### config.mk
export PLATFORM = sky130hd
export DESIGN_NAME = seq_tx
export DESIGN_NICKNAME = d
export VERILOG_FILES = /design/src/rtl/seq_pkg.sv /design/src/rtl/seq_tx_shreg.sv /design/src/rtl/seq_tx.sv
export SDC_FILE = /design/constraint.sdc
export NUM_CORES = 1
export LEC_CHECK = 0
export CAP_MARGIN = 0
export CORE_MARGIN = 5
export CORE_UTILIZATION = 48
export DETAILED_ROUTE_END_ITERATION = 10
export PLACE_DENSITY_LB_ADDON = 0.1
export SYNTH_ARGS = -nofsm -noshare
export SYNTH_HDL_FRONTEND = slang
export SYNTH_SLANG_ARGS = --single-unit
### constraint.sdc
create_clock -name clk -period 1.88 [get_ports clk]
set_input_delay 0.188 -clock clk [delete_from_list [all_inputs] [get_ports clk]]
set_output_delay 0.188 -clock clk [all_outputs]
set_load 0.03 [all_outputs]
### src/rtl/seq_pkg.sv
// seq_pkg: shared state encoding and default sizing for the seq_tx pattern transmitter
package seq_pkg;
  localparam int WIDTH_DEF = 8;
  localparam int CNTW_DEF = 4;
  typedef enum logic [1:0] {
    IDLE  = 2'b00,
    LOAD  = 2'b01,
    SHIFT = 2'b10,
    DONE  = 2'b11
  } state_t;
endpackage

### src/rtl/seq_tx_shreg.sv
// seq_tx_shreg: left-shift register with parallel load and zero fill, MSB exposed
module seq_tx_shreg #(
  parameter int WIDTH = 8
) (
  input  logic             clk,
  input  logic             rst,
  input  logic             load,
  input  logic             shift,
  input  logic [WIDTH-1:0] din,
  output logic             msb
);
  logic [WIDTH-1:0] r_q;
  // load has priority over shift; zeros enter at the LSB
  always_ff @(posedge clk) begin
    if (rst) r_q <= '0;
    else if (load) r_q <= din;
    else if (shift) r_q <= {r_q[WIDTH-2:0], 1'b0};
  end
  assign msb = r_q[WIDTH-1];
endmodule

### src/rtl/seq_tx.sv
// seq_tx: serialises a held pattern word MSB-first, len bits per pass, rpt+1 gapless passes
module seq_tx import seq_pkg::*; #(
  parameter int WIDTH = WIDTH_DEF,
  parameter int CNTW  = CNTW_DEF
) (
  input  logic                   clk,
  input  logic                   rst,
  input  logic                   start,
  input  logic                   abort,
  input  logic [WIDTH-1:0]       data,
  input  logic [$clog2(WIDTH):0] len,
  input  logic [CNTW-1:0]        rpt,
  output logic                   seq,
  output logic                   valid,
  output logic                   busy,
  output logic                   done
);
  localparam int LW = $clog2(WIDTH) + 1;
  localparam logic [LW-1:0] L_MAX = LW'(WIDTH);
  state_t r_state, w_next;
  logic [WIDTH-1:0] r_data;
  logic [LW-1:0] r_len, r_bit, w_bit_inc;
  logic [CNTW-1:0] r_rpt, r_pass;
  logic w_load, w_shift, w_msb, w_last, w_more, w_valid;
  assign w_bit_inc = r_bit + LW'(1);
  assign w_last = w_bit_inc == r_len;
  assign w_more = r_pass < r_rpt;
  assign w_valid = r_state == SHIFT && !abort;
  seq_tx_shreg #(.WIDTH(WIDTH)) u_shreg (
    .clk  (clk),
    .rst  (rst),
    .load (w_load),
    .shift(w_shift),
    .din  (r_data),
    .msb  (w_msb)
  );
  // state register
  always_ff @(posedge clk) begin
    if (rst) r_state <= IDLE;
    else r_state <= w_next;
  end
  // next state and shift-register control; a pass boundary with passes left reloads instead of shifting
  always_comb begin
    w_next = IDLE;
    w_load = 1'b0;
    w_shift = 1'b0;
    case (r_state)
      IDLE: w_next = start ? LOAD : IDLE;
      LOAD: begin
        w_load = 1'b1;
        w_next = abort ? IDLE : SHIFT;
      end
      SHIFT: begin
        w_load = !abort && w_last && w_more;
        w_shift = !abort && !(w_last && w_more);
        w_next = abort ? IDLE : (w_last && !w_more) ? DONE : SHIFT;
      end
      default: w_next = IDLE;
    endcase
  end
  // capture request parameters in IDLE and track bit/pass progress
  always_ff @(posedge clk) begin
    if (rst) begin
      r_data <= '0;
      r_len <= '0;
      r_rpt <= '0;
      r_bit <= '0;
      r_pass <= '0;
    end else begin
      if (r_state == IDLE && start) begin
        r_data <= data;
        r_len <= (len == '0 || len > L_MAX) ? L_MAX : len;
        r_rpt <= rpt;
      end
      if (r_state == LOAD) begin
        r_bit <= '0;
        r_pass <= '0;
      end else if (r_state == SHIFT) begin
        r_bit <= w_last ? '0 : w_bit_inc;
        r_pass <= r_pass + CNTW'(w_last && w_more);
      end
    end
  end
  // registered outputs lag the state by one cycle, so done follows the last valid bit
  always_ff @(posedge clk) begin
    if (rst) begin
      seq <= 1'b0;
      valid <= 1'b0;
      busy <= 1'b0;
      done <= 1'b0;
    end else begin
      seq <= w_valid & w_msb;
      valid <= w_valid;
      busy <= w_next == LOAD || w_next == SHIFT || w_valid;
      done <= r_state == DONE;
    end
  end
endmodule

Word level (Yosys, flattened, before mapping)

Cells that the tools add are included.

Bits in registers: 38
Latch bits: 0
Bits in writable memories: 0
ROM bits: 0
Output and inout port bits: 4
Memories: 0

Add/subtract/negate cells: 2
Multipliers: 0
Divide/modulo/power cells: 0
$lt $le $gt $ge: 2
Equal/unequal tests: 6
Shift-type cells: 0
Muxes and demuxes: 11
Bitwise logic cells: 1
Reductions and logical operators: 17

Operator list:

| cell                                                                  | number |
|---|---|
| 8-bit 2-to-1 mux                                                      | 2 |
| 4-bit 2-to-1 mux                                                      | 2 |
| 1-bit logical AND                                                     | 7 |
| 2-bit equality test, second input constant                            | 3 |
| 2-bit case mux with 3 select lines                                    | 1 |
| 4-bit by 1-bit adder with 4-bit output                                | 1 |
| 4-bit by 1-bit adder with 4-bit output, second input constant         | 1 |
| 2-bit by 1-bit equality test with 1-bit output, second input constant | 2 |
| 4-bit equality test                                                   | 1 |
| 4-bit > comparator, second input constant                             | 1 |
| 4-bit logical NOT                                                     | 1 |
| 4-bit less-than comparator                                            | 1 |
| 2-bit 2-to-1 mux                                                      | 2 |
| 1-bit logical NOT                                                     | 3 |
| 1-bit logical OR                                                      | 3 |
| 1-bit 2-to-1 mux                                                      | 3 |
| 2-bit logical NOT                                                     | 1 |
| 1-bit case mux with 2 select lines                                    | 1 |
| 2-bit nonzero test                                                    | 1 |
| 2-bit OR reduction                                                    | 1 |
| 1-bit AND                                                             | 1 |

Depth between registers and ports, before layout

Word-level depth: 9
Depth in mapped cells: 10

Modules after synthesis

Synthesis repeated with hierarchy kept, for this count alone.

Cells, all modules: 200
Area total of the unflattened synthesis: 1767.9 um^2

Modules (own cells, without submodules):

| module       | times used | cells an instance | area an instance (um^2) | seq. area each (um^2) |
|---|---|---|---|---|
| seq_tx       | 1          | 165               | 1398.8                  | 600.6 |
| seq_tx_shreg | 1          | 35                | 369.1                   | 160.2 |

Worst setup path before layout

Ideal clock, no wire load.

Kind: reg2reg
Start: reg r_bit[0]
End: reg u_shreg.r_q[5]
Data arrival time: 1946 ps
Path slack: -200 ps
Stages on the path, launching flop included: 9
Period minus slack after synthesis: 2080 ps
Cell sequence: dfxtp_1 > ha_1 > xor2_1 > nor3_2 > nand2_2 > o41a_1 > buf_6 > nor2_1 > a211oi_2

Cells in the longest elaborated chain, start to end: 7

RTL lines:

| what                                     | line               | source |
|---|---|---|
| start, declared                          | seq_tx.sv:22       | `logic [LW-1:0] r_len, r_bit, w_bit_inc;` |
| start signal, assigned                   | seq_tx.sv:79       | `r_bit <= w_last ? '0 : w_bit_inc;` |
| 4-bit by 1-bit adder with 4-bit output * | seq_tx.sv:25       | `assign w_bit_inc = r_bit + LW'(1);` |
| 4-bit equality test *                    | seq_tx.sv:26       | `assign w_last = w_bit_inc == r_len;` |
| 1-bit logical AND                        | seq_tx.sv:55       | `w_shift = !abort && !(w_last && w_more);` |
| 1-bit logical NOT                        | seq_tx.sv:55       |  |
| 1-bit logical AND                        | seq_tx.sv:55       |  |
| 1-bit 2-to-1 mux                         | seq_tx.sv:47       | `case (r_state)` |
| 2-bit nonzero test (no source line)      | --                 |  |
| end signal, assigned                     | seq_tx_shreg.sv:16 | `else if (load) r_q <= din;` |
| end signal, assigned                     | seq_tx_shreg.sv:17 | `else if (shift) r_q <= {r_q[WIDTH-2:0], 1'b0};` |
| end, declared                            | seq_tx_shreg.sv:12 | `logic [WIDTH-1:0] r_q;` |

Mark *: on every way between the ends. The rest lies on a longest branch, timed or not.
A chain may end at the register's enable or synchronous reset.

Worst setup path in the final report

Start: reg r_rpt[1]
End: reg r_pass[1]

Cells in the longest elaborated chain, start to end: 3

RTL lines:

| what                                   | line         | source |
|---|---|---|
| start, declared                        | seq_tx.sv:23 | `logic [CNTW-1:0] r_rpt, r_pass;` |
| start signal, assigned                 | seq_tx.sv:73 | `r_rpt <= rpt;` |
| 4-bit less-than comparator             | seq_tx.sv:27 | `assign w_more = r_pass < r_rpt;` |
| 1-bit logical AND                      | seq_tx.sv:80 | `r_pass <= r_pass + CNTW'(w_last && w_more);` |
| 4-bit by 1-bit adder with 4-bit output | seq_tx.sv:80 |  |
| end signal, assigned                   | seq_tx.sv:80 |  |
| end, declared                          | seq_tx.sv:23 |  |

No other way between the ends.

==> flow_summary.rst <==
.. list-table::
   :header-rows: 1

   * - Metric
     - Value
   * - Status
     - finished with violations
   * - Failing checks
     - setup timing
   * - # rows
     - 22
   * - Synth top area cells
     - sky130_fd_sc_hd__dfxtp_1, sky130_fd_sc_hd__ha_1, sky130_fd_sc_hd__nand2_1, sky130_fd_sc_hd__a21oi_1, sky130_fd_sc_hd__mux2i_1
   * - DRC marker count from the first detailed-route iteration
     - 40
   * - Share of synthesized flip-flops with an asynchronous set or reset
     - 0
   * - Ant. Diodes
     - 0
   * - Number of remaining DRC errors
     - 0
   * - Root cell of the clock tree
     - sky130_fd_sc_hd__clkbuf_8
   * - Overall die area
     - 0.00495 sq mm
   * - Pleak
     - about 0.92 nW
   * - Leading cell types in the layout, fill and taps excluded
     - sky130_fd_sc_hd__dfxtp_1, sky130_fd_sc_hd__nand2_1, sky130_fd_sc_hd__clkdlybuf4s50_1
   * - Effective utilization at floorplan
     - 0.484
   * - Clock latency of the later-clocked register in the worst-skew pair
     - slightly below 0.3 ns
   * - Data arrival time of the critical path
     - between 2 and 2.5 ns
   * - Half-perimeter wire length after placement
     - 2700 microns
   * - Max-slew violation total from the final report
     - 0
   * - Post-synth top area share
     - 0.436
   * - Class of the tightest hold or removal check
     - primary input to flop
   * - CP startpoint kind
     - flop
   * - Critical R2R Capture
     - r_pass[1]$_SDFFE_PP0N_
   * - Post-route clock skew
     - 0.00396 ns
   * - Hold_sp
     - rpt[0]
   * - Y dimension of the die
     - 70.3 microns
   * - Placer Congestion
     - 0.793
   * - Critical path endpoint category
     - flop
   * - Maximum number of pins on one net before global-route repair
     - 23
   * - Final core utilization
     - 0.643
   * - Achievable frequency
     - 514 MHz
   * - Number of H-tree branching levels
     - 2
   * - Shortest period the worst path allows
     - 1.95 ns
   * - Final total power
     - 0.00167 W
   * - Max-slew headroom
     - 0.722
   * - Yosys warning total
     - 0
   * - Number of buffers inserted during clock tree synthesis
     - 5
   * - RR Startpoint
     - r_rpt[1]$_SDFFE_PP0P_
   * - Post-Route Setup TNS
     - -0.470 ns
   * - Core footprint
     - between 0.003 and 0.004 sq mm
   * - Number of global-route vias before repair
     - 1419
   * - Actual slew at the worst max-slew pin
     - 0.415 ns
   * - Reg2reg path depth
     - 10
   * - RSZ-0062 raised after global routing
     - true
   * - Sink Count
     - 38
   * - TritonCTS clock tree
     - yes
   * - Count of boundary I/O pins
     - 24
   * - Detailed-route wire length
     - 3560 microns
   * - Synth unique cells
     - 35
   * - Congestion Overflow GR
     - 0
   * - Wire length of the first global-routing pass
     - 6090 microns
   * - Crit path kind
     - flop to flop
   * - Sink of the worst hold path
     - r_rpt[0]$_SDFFE_PP0P_
   * - Power per Cell Area
     - 721 mW/mm^2
   * - Share of post-route cells with drive strength above 1
     - 0.211
   * - Number of buffer cells added on primary ports
     - 23
   * - Maximum fanout along the worst path
     - 3
   * - GRT Overall Usage
     - 0.154
   * - Vias per inst
     - 5.04
   * - Mean routed wirelength per cell
     - 12.5 microns
   * - Most frequently used flop master after synthesis
     - sky130_fd_sc_hd__dfxtp_1
   * - First-pass iteration count of the detailed router
     - 4
   * - Number of synthesized flops with an enable pin
     - 0
   * - Antenna-violating nets left
     - 0
   * - Instance count of the mapped netlist
     - 198
   * - Worst-case setup margin in the final layout
     - -0.0666 ns
   * - Hold Vio Cnt, Final
     - 0
   * - Worst R2R Setup Slack
     - -0.07 ns
   * - Number of cells traversed by the worst hold path
     - 3
   * - Setup Slack @ Placement
     - -0.0896 ns
   * - Cell area after synthesis
     - 0.00175 sq mm
   * - Worst EP required
     - roughly 2.1 ns
   * - Part of the cycle the worst path needs
     - 1.04
   * - Origin of the worst setup path
     - r_rpt[1]$_SDFFE_PP0P_
   * - Final-stage net count
     - between 200 and 300
   * - Number of antenna violations at the first check in global routing
     - 0
   * - Post-synthesis to final-layout area growth
     - 32.7%
   * - Max-capacitance violation count
     - 0
   * - CTS clk-pin slew, worst paths
     - 0.07 ns
   * - Sequential area share after synthesis
     - 0.436
   * - Cell taking the most area after synthesis
     - sky130_fd_sc_hd__dfxtp_1
   * - Nets in the synthesized netlist
     - 228
   * - Most frequent standard cell in the layout excluding fill and tap cells
     - sky130_fd_sc_hd__dfxtp_1
   * - Final Setup Violations
     - 10
   * - Flip-flop and latch count after synthesis
     - 38
   * - Worst vdd ir
     - slightly above 0.4 mV
   * - Max Buffers Root-to-Sink
     - 2
   * - Synthesized area divided by synthesized cell count
     - ~9 sq um
   * - Vias post-DR
     - 1437
   * - Die boundary width
     - 70.3 microns
-- cells by family (layout without fill, tap and decap cells) --
group / count (synthesis) / count (layout) / synth area share
xor gates and xnor gates: 7 / 7 / 0.0437
DFF: 38 / 38 / 0.436
AOI/OAI and AO/OA: 38 / 38 / 0.153
buffers and inverters: 20 / 59 / 0.0480
muxes: 9 / 9 / 0.0516
adders and majority gates: 10 / 10 / 0.0716
and+or+nand+nor: 76 / 76 / 0.196
-- Yosys cell counts, types with 2 or more instances --
master and instances:
sky130_fd_sc_hd__nor2_1 19, sky130_fd_sc_hd__ha_1 10, sky130_fd_sc_hd__a21oi_1 21, sky130_fd_sc_hd__nand2_1 33, sky130_fd_sc_hd__a31oi_1 2, sky130_fd_sc_hd__a211oi_2 7, sky130_fd_sc_hd__xor2_1 3, sky130_fd_sc_hd__nand3b_1 3
sky130_fd_sc_hd__mux2i_1 9, sky130_fd_sc_hd__xnor2_1 3, sky130_fd_sc_hd__or3_1 2, sky130_fd_sc_hd__nand2b_1 3, sky130_fd_sc_hd__and2_1 2, sky130_fd_sc_hd__clkbuf_1 6, sky130_fd_sc_hd__o21ai_0 2, sky130_fd_sc_hd__dfxtp_1 38
sky130_fd_sc_hd__buf_1 2, sky130_fd_sc_hd__nand3_1 4, sky130_fd_sc_hd__nor3_1 4, sky130_fd_sc_hd__inv_1 10
-- registers in the layout (all words and copies together), names as in the netlist, 2 cells and up --
name,cells
r_bit,4
r_data,8
r_len,4
r_pass,4
r_rpt,4
r_state,2
u_shreg.r_q,8
-- what timing repair did --
item | 4_1_cts | 5_1_grt
resized for setup | 5 | 3
gates cloned | 0 | 0
setup buffers | 1 | 0
hold buffers | 0 | 0
pin swaps | 3 | 5
setup endpoints to repair | 11 | 12
-- final cells by class --
class	instances	area [sq um]
flip-flops and latches	38	768
repair buffers	41	390
clock buffers	6	82.6
multi-input cells	140	968
well taps	48	60.1
clock inverters	2	11.3
inverters	10	37.5
fillers	327	1290
-- worst max-delay path by stage --
stage	end	depth (start not counted)
6_report	r_pass[1]$_SDFFE_PP0N_	10
5_1_grt	u_shreg.r_q[2]$_SDFFE_PP0P_	7
4_1_cts	u_shreg.r_q[0]$_SDFFE_PP0P_	8
3_3_place_gp	u_shreg.r_q[2]$_SDFFE_PP0P_	9
3_5_place_dp	r_pass[1]$_SDFFE_PP0N_	10
2_1_floorplan	u_shreg.r_q[5]$_SDFFE_PP0P_	7
-- routing by layer --
metal  vias to the layer above  part of all wire  track usage
met2                        23              0.48        0.265
met4                         0             0.013       0.0511
met5                         -                 0            0
met3                         4             0.045       0.0590
met1                       667              0.46        0.174
li1                        743                 -            -
-- critical path, cell delays in order, from the launching register on --
cell,delay (ns)
sky130_fd_sc_hd__dfxtp_2,0.33
sky130_fd_sc_hd__inv_2,0.04
sky130_fd_sc_hd__ha_4,0.23
sky130_fd_sc_hd__a2111oi_4,0.30
sky130_fd_sc_hd__a21oi_2,0.07
sky130_fd_sc_hd__buf_4,0.15
sky130_fd_sc_hd__nor2_2,0.10
sky130_fd_sc_hd__ha_2,0.18
sky130_fd_sc_hd__ha_1,0.23
sky130_fd_sc_hd__mux2i_1,0.15
sky130_fd_sc_hd__nor2_1,0.05
-- stage by stage --
stage / area [sq um] / cells / hold WS, ns
global placement: 2200 / 276 / 0.442
global route: 2320 / 285 / 0.442
CTS: 2310 / 285 / 0.435
floorplan: 1800 / 198 / 0.266
finish: 2320 / 285 / 0.448
detailed placement: 2200 / 276 / 0.449
-- where the power goes --
part	internal (W)	total (W)	leakage (nW)	switching (W)
clock	0.000296	0.000585	0.0515	0.000289
sequential	0.000835	0.000855	0.312	0.0000195
combinational	0.000120	0.000231	0.558	0.000111
Note: power is estimated with default switching activity, not from simulation.
==> RTL change 1 (config.mk and constraints unchanged) <==
Re-encode `state_t` (4 states) as one-hot, 4 bits wide.
--- a/src/rtl/seq_pkg.sv
+++ b/src/rtl/seq_pkg.sv
@@ -2,11 +2,11 @@
 package seq_pkg;
   localparam int WIDTH_DEF = 8;
   localparam int CNTW_DEF = 4;
-  typedef enum logic [1:0] {
-    IDLE  = 2'b00,
-    LOAD  = 2'b01,
-    SHIFT = 2'b10,
-    DONE  = 2'b11
+  typedef enum logic [3:0] {
+    IDLE  = 4'b0001,
+    LOAD  = 4'b0010,
+    SHIFT = 4'b0100,
+    DONE  = 4'b1000
   } state_t;
 endpackage
 
Formal check against the unedited RTL: no difference found for any inputs over 10 cycles, from zero or initial values and one cycle with rst high; not proved beyond that.
==> RTL change 1 against the original RTL <==
The flow still finishes with violations (setup timing); core utilization is 0.38 points higher; via count is 0.90% higher; sequential power is 4.8% higher; die area stayed put; non-clock buffer count is 5 lower; setup slack better by 0.065 ns; area after synthesis stayed put; cell area is 0.59% higher; clock power is 17% higher; cell count is 0.35% higher; wire length is 9.8% higher; power is 7.6% higher; sequential cell count is 2 higher; critical path type unchanged.
==> RTL change 1: results (changes against the original RTL) <==
H-tree levels 2 (unchanged); CP max stage cell dfxtp_4; ANT cells 0 (unchanged); total CTS buffers 5 (unchanged); Clock Tree Buf Depth 2 (unchanged); register area share after synthesis 45.8% (+2.3 points); largest registers r_data x8, u_shreg.r_q x8; max incr delay on CP 0.37 ns (+0.04 ns); vias in the first global route 1497 (+5.5%); final wirelength 3910 um (+9.8%); cells after synthesis 203 (+2.5%); VDD IR max 0.513 mV (+24%); pre-CTS setup slack -0.0236 ns (+0.0660 ns); status complete, but fails checks; Synth area leaders dfxtp_1, nand2_1, a21oi_1, mux2i_1, nor2_1; antenna violations before repair 0 (unchanged); DR pass1 iterations 4 (unchanged); Leak 0.916 nW (-0.50%); Compound-Gate Fraction of Synth Area 13.2% (-2.1 points); vias per cell 5.07 (+0.55%); largest net degree at the start of global routing 22 (-4.3%); setup tns final -0.00167 ns (+0.469 ns); FILL cells 313 (-4.3%); Final nets 263 (-1.1%); Area after DPL 2120 um2 (-3.8%); failing checks setup timing; Placed Cells 276 (unchanged); final clock skew 0.00675 ns (+0.00279 ns); insertion delay to the later sink of the worst-skew pair 0.29 ns (about the same); Avg WL per Cell 13.7 um (+9.4%); Worst path top cell family by delay simple AND/OR/NAND/NOR gates; clock-pin slew on the worst setup and hold paths 0.08 ns; first-pass GRT wire length 6500 um (+6.7%); XOR/XNOR share of the synthesized area 4.01% (-0.36 points); GPL Wtd Cong 0.799 (+0.76%); PnR worst setup slack -0.00167 ns (+0.0650 ns); DPL Wire Length 2720 um (+0.84%); Setup Viol. Count Final 1 (-9); GRT Total Usage 16.7% (+1.2 points); drt initial violations 53 (+33%); Synth Area in Adders 4.30% (-2.9 points); Synth Net Count 229 (+0.44%); PortBufs 23 (unchanged); Arr. time, crit path 2.07 ns (-0.06 ns); post-synth cell types 31 (-11%); HP Class in -> reg; top cells by count, synth dfxtp_1, nand2_1, nor2_1; post-route design area 2330 um2 (+0.59%); worst relative slew slack 78.1% (+5.9 points); layout cells sized above 1 17.2% (-3.9 points)
## RTL change 1: layer usage
layer  routed length (um)  global-route usage, %
met5                    0                      0
met1                 1700                   18.6
met4                  123                   7.87
met3                  179                   4.75
met2                 1900                   28.8
## RTL change 1: layout make-up
class	instances	share of cell area [%]
flip-flops and latches	40	34.9
clock inverters	2	1.50
inverters	5	0.805
multi-input cells	149	42.5
well taps	48	2.58
repair buffers	36	14.6
clock buffers	6	3.11
## RTL change 1: repair_timing
action                                 in CTS  in global routing
pin swaps                                   4                  9
hold buffers                                0                  0
setup endpoints to repair                   6                 11
gates resized for setup                     7                 10
setup buffers                               2                  1
endpoints found under the hold margin       0                  0
## RTL change 1: worst paths after layout
kind                     to            from  cells after the start  slack, ns
hold / removal    r_data[6]         data[6]                      3       0.44
hold reg to reg         seq  u_shreg.r_q[7]                      1       0.46
setup reg to reg  r_pass[2]        r_bit[3]                      9     -0.002
setup / recovery  r_pass[2]        r_bit[3]                      9     -0.002
## RTL change 1: logic make-up (layout without fill, tap and decap cells)
| family | after synthesis | count (layout) |
|---|---|---|
| compound gates | 38 | 38 |
| xor+xnor | 8 | 8 |
| flops | 40 | 40 |
| mux | 9 | 9 |
| simple gates | 88 | 88 |
| buf+inv | 14 | 49 |
| fa+ha+maj | 6 | 6 |
## RTL change 1: power breakdown
| group | internal (mW) | switching [mW] | leakage [nW] | total, mW |
|---|---|---|---|---|
| combinational | 0.110 | 0.106 | 0.533 | 0.216 |
| sequential | 0.874 | 0.0222 | 0.328 | 0.896 |
| clock | 0.394 | 0.292 | 0.0552 | 0.685 |
| total | 1.38 | 0.419 | 0.916 | 1.80 |
==> RTL change 2 (same settings) <==
Made on the original files. The package constant `WIDTH_DEF` goes from 8 to 16.
--- a/src/rtl/seq_pkg.sv
+++ b/src/rtl/seq_pkg.sv
@@ -1,6 +1,6 @@
 // seq_pkg: shared state encoding and default sizing for the seq_tx pattern transmitter
 package seq_pkg;
-  localparam int WIDTH_DEF = 8;
+  localparam int WIDTH_DEF = 16;
   localparam int CNTW_DEF = 4;
   typedef enum logic [1:0] {
     IDLE  = 2'b00,
Interface: changed (resized data and len); port bits go from 24 to 33. The function was not compared with the original's and may differ.
==> RTL change 2 against the original RTL <==
The run still ends with setup timing left; clock power grew 12%; largest power group unchanged; cell area grew 46%; setup slack lost 0.11 ns; power grew 36%; area after synthesis grew 50%; sequential cell count grew 18; wire length grew 44%; global-route usage shrank 0.60 points.
==> RTL change 2: results (changes against the original RTL) <==
Net Sw Frac 26.0% (+0.81 points); Placed Cells 395 (+43%); failing checks setup timing; DR WL met2 2270 um (+33%); final clock skew 0.00891 ns (+0.00496 ns); vias in the first global route 1870 (+32%); status complete, but fails checks; Crit. Startpoint r_rpt[2]; Seq pwr share 55.8% (+4.6 points); Worst Hold End done; XOR/XNOR share of the synthesized area 3.25% (-1.1 points); largest net degree at the start of global routing 32 (+39%); WHS Path Cells 2 (-1); first-pass GRT wire length 8640 um (+42%); met1 Use GR 20.8% (+3.5 points); cells after synthesis 287 (+45%); Final nets 374 (+41%); DPL Wire Length 3670 um (+36%); setup tns final -2.88 ns (-2.41 ns); GRT Total Usage 14.8% (-0.60 points); PnR worst setup slack -0.180 ns (-0.113 ns); register area share after synthesis 42.8% (-0.74 points); Setup Viol. Count Final 19 (+9); Area after DPL 3200 um2 (+45%); Clk. pwr 654 uW (+12%); Arr. time, crit path 2.27 ns (+0.14 ns); post-synth cell types 43 (+23%); FF-to-FF End u_shreg.r_q[7]; Worst path top cell family by delay compound AO/OA/AOI/OAI gates
## RTL change 2: cell types whose count changed after synthesis, sizes merged, moves of 2 or more
cell / unedited run / this run
nor2: 19 / 29
a211oi: 8 / 16
dfxtp: 38 / 56
mux2i: 9 / 18
clkbuf: 6 / 11
o21ai: 2 / 5
a21oi: 21 / 31
nand2: 34 / 51
nor3: 5 / 2
nand3b: 3 / 5
## RTL change 2: final cells by class
type / count / area, um2
well taps: 70 / 87.6
flip-flops and latches: 56 / 1130
clock inverters: 2 / 16.3
multi-input cells: 204 / 1460
inverters: 11 / 41.3
clock buffers: 6 / 72.6
repair buffers: 56 / 571
fillers: 464 / 1830
## RTL change 2: what timing repair did
action	4_1_cts	5_1_grt
endpoints found under the setup margin	19	22
setup buffers	0	1
pin swaps	0	6
hold endpoints to repair	0	0
gates resized for setup	3	13
cloned	0	1
